**config.mk**
```make
export PLATFORM = sky130hd
export DESIGN_NAME = rst_seq_ctrl
export DESIGN_NICKNAME = d
export VERILOG_FILES = /design/src/rtl/rst_seq_ctrl.sv
export SDC_FILE = /design/constraint.sdc
export NUM_CORES = 1
export LEC_CHECK = 0
export BUFFER_PORTS_ARGS = -buffer_cell sky130_fd_sc_hd__buf_2
export CORE_UTILIZATION = 55
export DETAILED_ROUTE_END_ITERATION = 7
export GPL_TIMING_DRIVEN = 0
export PLACE_DENSITY = 0.79
export SLEW_MARGIN = 20
export SYNTH_ARGS = -nofsm -noshare
export SYNTH_HDL_FRONTEND = slang
export SYNTH_SLANG_ARGS = --single-unit
```
**constraint.sdc**
```tcl
create_clock -name mclk -period 2.2 [get_ports mclk]
set_input_delay 0.33 -clock mclk [delete_from_list [all_inputs] [get_ports mclk]]
set_output_delay 0.33 -clock mclk [all_outputs]
set_load 0.005 [all_outputs]
```
**src/rtl/rst_seq_ctrl.sv**
```systemverilog
// rst_seq_ctrl: reset sequencer that follows the power-on reset generator.
// It releases NUM_DOM reset domains one at a time in index order, with a
// programmable step delay between releases. Afterwards it serves per-domain
// soft-reset requests (a domain's reset also holds every higher-index
// domain) and full-chip restart requests. All outputs are registered.
module rst_seq_ctrl #(
   parameter int unsigned NUM_DOM = 4,
   parameter int unsigned DLY_W   = 8
) (
   input  logic               mclk,
   input  logic               reset,
   input  logic [DLY_W-1:0]   cfg_dly,
   input  logic               full_rst_req,
   input  logic [NUM_DOM-1:0] sw_rst_req,
   output logic [NUM_DOM-1:0] sw_rst_ack,
   output logic [NUM_DOM-1:0] dom_rst_n,
   output logic               seq_busy,
   output logic               seq_done
);

   localparam int unsigned IDX_W = (NUM_DOM > 1) ? $clog2(NUM_DOM) : 1;
   localparam logic [IDX_W-1:0] LAST_IDX = IDX_W'(NUM_DOM - 1);

   typedef enum logic {
      ST_HOLD,
      ST_DONE
   } state_t;

   state_t             r_state;
   logic [IDX_W-1:0]   r_idx;
   logic [DLY_W-1:0]   r_cnt;
   logic [DLY_W-1:0]   r_dly;
   logic [NUM_DOM-1:0] r_dom_rst_n;
   logic [NUM_DOM-1:0] r_ack;
   logic               r_busy;
   logic               r_done;

   logic [DLY_W-1:0]   w_eff;
   logic [DLY_W:0]     w_cnt_inc;
   logic               w_step_hit;
   logic               w_req_any;
   logic [IDX_W-1:0]   w_sel_idx;
   logic [NUM_DOM-1:0] w_keep;

   // Effective step delay: a programmed 0 behaves as 1 so the sequence never stalls
   always_comb begin
      w_eff      = (r_dly == '0) ? {{(DLY_W-1){1'b0}}, 1'b1} : r_dly;
      w_cnt_inc  = {1'b0, r_cnt} + {{DLY_W{1'b0}}, 1'b1};
      w_step_hit = (w_cnt_inc == {1'b0, w_eff});
   end

   // Pick the lowest-index pending soft request and the domains it leaves running
   always_comb begin
      w_req_any = 1'b0;
      w_sel_idx = '0;
      w_keep    = '0;
      for (int unsigned i = 0; i < NUM_DOM; i++) begin
         if (sw_rst_req[i] && !w_req_any) begin
            w_req_any = 1'b1;
            w_sel_idx = IDX_W'(i);
         end
      end
      for (int unsigned j = 0; j < NUM_DOM; j++) begin
         w_keep[j] = (IDX_W'(j) < w_sel_idx);
      end
   end

   // Sequencer FSM: reset/full restart, timed releases, soft-request acceptance
   always_ff @(posedge mclk) begin
      if (reset || full_rst_req) begin
         r_state     <= ST_HOLD;
         r_idx       <= '0;
         r_cnt       <= '0;
         r_dly       <= cfg_dly;
         r_dom_rst_n <= '0;
         r_ack       <= '0;
         r_busy      <= 1'b1;
         r_done      <= 1'b0;
      end else begin
         r_ack <= '0;
         case (r_state)
            ST_HOLD: begin
               if (w_step_hit) begin
                  r_dom_rst_n[r_idx] <= 1'b1;
                  r_cnt              <= '0;
                  if (r_idx == LAST_IDX) begin
                     r_state <= ST_DONE;
                     r_busy  <= 1'b0;
                     r_done  <= 1'b1;
                  end else begin
                     r_idx <= r_idx + IDX_W'(1);
                  end
               end else begin
                  r_cnt <= w_cnt_inc[DLY_W-1:0];
               end
            end
            ST_DONE: begin
               // Every domain is released here, so the post-accept vector is just w_keep
               if (w_req_any) begin
                  r_ack              <= '0;
                  r_ack[w_sel_idx]   <= 1'b1;
                  r_dom_rst_n        <= w_keep;
                  r_idx              <= w_sel_idx;
                  r_cnt              <= '0;
                  r_dly              <= cfg_dly;
                  r_busy             <= 1'b1;
                  r_done             <= 1'b0;
                  r_state            <= ST_HOLD;
               end
            end
            default: begin
               r_state <= ST_HOLD;
            end
         endcase
      end
   end

   assign sw_rst_ack = r_ack;
   assign dom_rst_n  = r_dom_rst_n;
   assign seq_busy   = r_busy;
   assign seq_done   = r_done;

endmodule

```
**Word level (Yosys, flattened, before mapping)**

Cells that the tools add are included.

- Add/subtract/negate cells: 2
- Magnitude comparators: 8
- Equality and inequality tests: 6
- Multiplexer cells: 37
- Bitwise logic cells: 3
- Reductions and logical operators: 17

Operators by type and width:

| operator | count |
|---|---|
| $mux 8 | 6 |
| $mux 1 | 16 |
| $pmux 8 s2 | 1 |
| $mux 2 | 5 |
| $add 8x1->9 const B | 1 |
| $eq 9x8->1 | 1 |
| $logic_not 8->1 | 1 |
| $mux 4 | 2 |
| $pmux 4 s2 | 1 |
| $lt 2x3->1 const B | 2 |
| $ne 2x2->1 const B | 3 |
| $pmux 1 s2 | 3 |
| $reduce_and 3->1 | 2 |
| $logic_and 1x1->1 | 5 |
| $demux 1 s2 | 2 |
| $ge 2x1->1 const B | 2 |
| $lt 1x2->1 const A | 2 |
| $lt 2x2->1 const A | 2 |
| $or 4x4->4 | 1 |
| $pmux 2 s2 | 1 |
| $reduce_and 2->1 | 2 |
| $reduce_bool 2->1 | 2 |
| $logic_not 1->1 | 3 |
| $reduce_or 3->1 | 1 |
| other kinds (5) | 6 |

- Register bits: 29
- Input port bits: 15
- Output and inout bits: 10
- Logic and storage cells: 81

**Depth between registers and ports, before layout**

- Depth in word-level cells: 14
- Depth in mapped cells: 9
- Mapped depth without buffers: 8

**Worst setup path before layout**

No wires, ideal clock.

- Path kind: flip-flop to flip-flop
- Start: register r_cnt[0]
- End: register r_idx[1]
- Library setup time: 0.115 ns
- Data arrival time: 1.848 ns
- Data required time: 2.085 ns
- Setup slack: 0.237 ns
- Cell stages (with the launch flop): 9
- Path buffers: 1
- Clock period less this slack: 1.963 ns
- Cells stage by stage: dfxtp_1 > ha_1 > and3_1 > o311ai_1 > and4_4 > and2_4 > buf_6 > a21oi_2 > o2bb2a_4

- Longest elaborated chain between the ends: 4

Ends and longest elaborated chain:

| element | RTL line | source |
|---|---|---|
| start, declared | 31 | `logic [DLY_W-1:0] r_cnt;` |
| start signal, assigned | 94 | `r_cnt <= w_cnt_inc[DLY_W-1:0];` |
| $add 8x1->9 | 48 | `w_cnt_inc = {1'b0, r_cnt} + {{DLY_W{1'b0}}, 1'b1};` |
| $eq 9x8->1 | 49 | `w_step_hit = (w_cnt_inc == {1'b0, w_eff});` |
| $ne 2x2->1 (no line) | n/a |  |
| $reduce_and 3->1 (no line) | n/a |  |
| end signal, assigned | 91 | `r_idx <= r_idx + IDX_W'(1);` |
| end signal, assigned | 103 | `r_idx <= w_sel_idx;` |
| end, declared | 30 | `logic [IDX_W-1:0] r_idx;` |

Every way passes these cells.
A chain may end at the register's enable or synchronous reset.

**Worst setup path after layout**

Same ends and word-level chain as after synthesis.

==> metrics.yaml <==
run_status:
  outcome: "finished clean"
worst_setup_path:
  arrival_ps: 2290
  reg2reg_from: "r_cnt[0]$_SDFFE_PP0P_"
  startpoint: "r_cnt[0]$_SDFFE_PP0P_"
  cp_data_required_time_ps: 2410
  end_kind: "register"
  regToRegSetupSlack_ps: 120
  reg2reg_to: "r_idx[1]$_SDFFE_PP0P_"
  worstSetupPathType: "register to register"
  path_max_fanout: 7
  start_kind: "register"
  rr_worst_depth: 9
yosys:
  syn_area_um2: 1503
  ys_seq_elements: 29
  synth_edf_count: 8
  async_reset_ff_share_pct: 0
  ys_warn_count: 0
  ys_seq_area_share_pct: 43.96
  yosysUniqueCellTypes: 48
  synthFlopType: "dfxtp_1"
  synth_cells: 151
  syn-num-nets: 171
  syn_avg_cell_area_um2: 9.952
die:
  die_w_um: 54.27
  start_util_pct: 59.57
  std_cell_rows: 18
  fp.dieH_um: 54.27
  core_area_um2: 2522
  die-area_um2: 2945
  ios: 25
drt:
  routedWlPerCell_um: 14.61
  route.detailed.drc: 0
  ant_nets: 0
  dr.pass1.iters: 4
  wl_mm: 3.112
  vias: 1271
  dr.first_iter.drc_count: 43
  viasPerCell: 5.967
finish:
  final_common_cell: "buf_2"
  layout_common_cells: "buf_2 (25), dfxtp_1 (20), nor2_1 (12)"
  fill_cells: 205
  num_antenna_cells: 0
  stdcell_area_um2: 1723
  regArea_um2: 661.9
  multi_input_area_um2: 819.5
  area_growth_pct: 14.65
  fin_nets: 202
  layout-drive-gt1-share_pct: 24.04
  layout.cells.non_filler: 213
clock_network:
  insertion_delay_ps: 320
  clockRootBuffer: "clkbuf_4"
  cts_tree: "done"
  clk_path_buf_depth: 2
  clkTransAtPathRegs_ps: 90
  clock_sinks: 29
  postCtsHoldBufs: 0
  cts_buffers: 5
  cts_setup_buffers: 0
  cts_max_level: 2
job:
  drv_cap: 0
sta:
  fin_skew_ps: 12.10
  max_slew_margin_pct: 64.04
  finalMaxSlewViolations: 0
  whs_ps: 181.7
  rsz0062_at_grt: "no"
  min_period_ps: 2080
  setup_viol: 0
  final_hold_viol_count: 0
  timing.fmax_ghz: 0.4808
  period_share_pct: 94.53
  worst_pin_slew_ps: 537.5
  setup_ws_ps: 120.3
pwr:
  vdd_drop_max_uv: 417.9
  powerDensity_nw_per_um2: 550.1
  leakage_nw: 0.6697
placed_design:
  dp_cells: 205
  dpl_cell_area_um2: 1660
  dp_worst_setup_slack_ps: -11.33
  portBuffers: 24
  dp_hpwl_mm: 2.274
  gp_congestion: 0.8738
grt:
  grt_pass1_vias: 1121
  grt_antenna_before_repair: 0
  grt_use_total_pct: 24.74
  grt_pass1_wl_mm: 4.947
  grt_overflow: 0
  grt_max_degree: 11
worst_hold_path:
  hold_start: "cfg_dly[0]"
  hold_path_depth: 1
  holdPathEnd: "r_dly[0]$_DFFE_PP_"
  hp-class: "primary input to register"
==> where the power goes <==
| group | internal [mW] | leakage, nW | switching [mW] | total, mW |
|---|---|---|---|---|
| sequential | 0.562 | 0.251 | 0.0123 | 0.574 |
| clock | 0.123 | 0.0269 | 0.173 | 0.296 |
| combinational | 0.0354 | 0.391 | 0.0426 | 0.0780 |
| total | 0.720 | 0.670 | 0.228 | 0.948 |
==> final cells by class <==
| type | count | area share [%] |
|---|---|---|
| flip-flops and latches | 29 | 38.42 |
| repair buffers | 24 | 6.972 |
| plain buffers | 4 | 1.380 |
| clock inverters | 1 | 0.2179 |
| clock buffers | 7 | 2.614 |
| well taps | 30 | 2.179 |
| inverters | 3 | 0.6536 |
| multi-input cells | 115 | 47.57 |
==> how the worst max path moves through the flow <==
stage / end / slack [ps] / cells after the start
global placement: r_idx[1]$_SDFFE_PP0P_ / 30 / 8
detailed placement: r_idx[0]$_SDFFE_PP0P_ / -10 / 9
global route: r_idx[0]$_SDFFE_PP0P_ / 20 / 9
finish: r_idx[1]$_SDFFE_PP0P_ / 120 / 9
floorplan: r_idx[1]$_SDFFE_PP0P_ / 240 / 8
CTS: r_idx[0]$_SDFFE_PP0P_ / 80 / 9
==> metal layers <==
metal  track usage, %  vias up  wire, µm
met5                0        -         0
met4            14.53        0        59
met3            6.389        8       187
met2            36.99       49      1506
met1            31.99      592      1358
li1                 -      622         -
==> what timing repair did <==
item                       4_1_cts  5_1_grt
pin swaps                        0        1
setup endpoints to repair        3        2
resized for setup                2        1
==> critical path, stage by stage, from the launching register on <==
cell       delay (ps)
dfxtp_2           420
ha_4              190
and3_1            240
o2111ai_1         150
o311ai_1          110
and4_4            320
and2_4            150
buf_6             110
a21oi_2            60
o2bb2a_4          210
==> synth_stat cells (2+ instances only) <==
library cell  number  area share [%]
nand2b_1           2            0.83
or2_2              2            0.83
nor2b_1            2            0.83
nor2_1            12             3.0
a21oi_1            8             2.7
and4_1             2             1.2
and3_1             4             1.7
nand3_1            4             1.3
nand2_1           11             2.7
mux2i_1            2             1.3
a211oi_2           2             1.7
edfxtp_1           8              16
clkbuf_1           2            0.50
xnor2_1            7             4.1
dfxtp_1           21              28
o21ai_0           10             3.3
a31oi_1            3             1.2
a22o_1             4             2.3
xor2_1             4             2.3
nand3b_1           2             1.0
nor3_1             4             1.3
ha_1               5             4.2
inv_1              3            0.75
a211oi_1           3             1.5
==> state kept, by name, indices dropped and copies added (netlist names) <==
name and flops:
seq_busy 1, r_cnt 8, r_dly 8, r_state 1, r_idx 2, sw_rst_ack 4
dom_rst_n 4, seq_done 1
==> cells by family (layout without fill, tap and decap cells) <==
family,count (synthesis),after routing,share of synthesized area (%)
and+or+nand+nor,55,55,20.57
buffers and inverters,7,39,2.331
muxes,2,2,1.332
AOI/OAI and AO/OA,42,42,21.23
xor gates and xnor gates,11,11,6.411
DFF,29,29,43.96
adders and majority gates,5,5,4.163
==> per-stage QoR <==
| step | utilization [%] | TNS, ps | power [mW] |
|---|---|---|---|
| finish | 68.30 | 0 | 0.9478 |
| global route | 68.30 | 0 | 0.9885 |
| CTS | 67.91 | 0 | 0.9569 |
| detailed placement | 65.82 | -20.08 | 0.6608 |
| global placement | 65.82 | 0 | 0.6569 |
| floorplan | - | 0 | 0.6314 |
(Power assumes the default switching activity.)
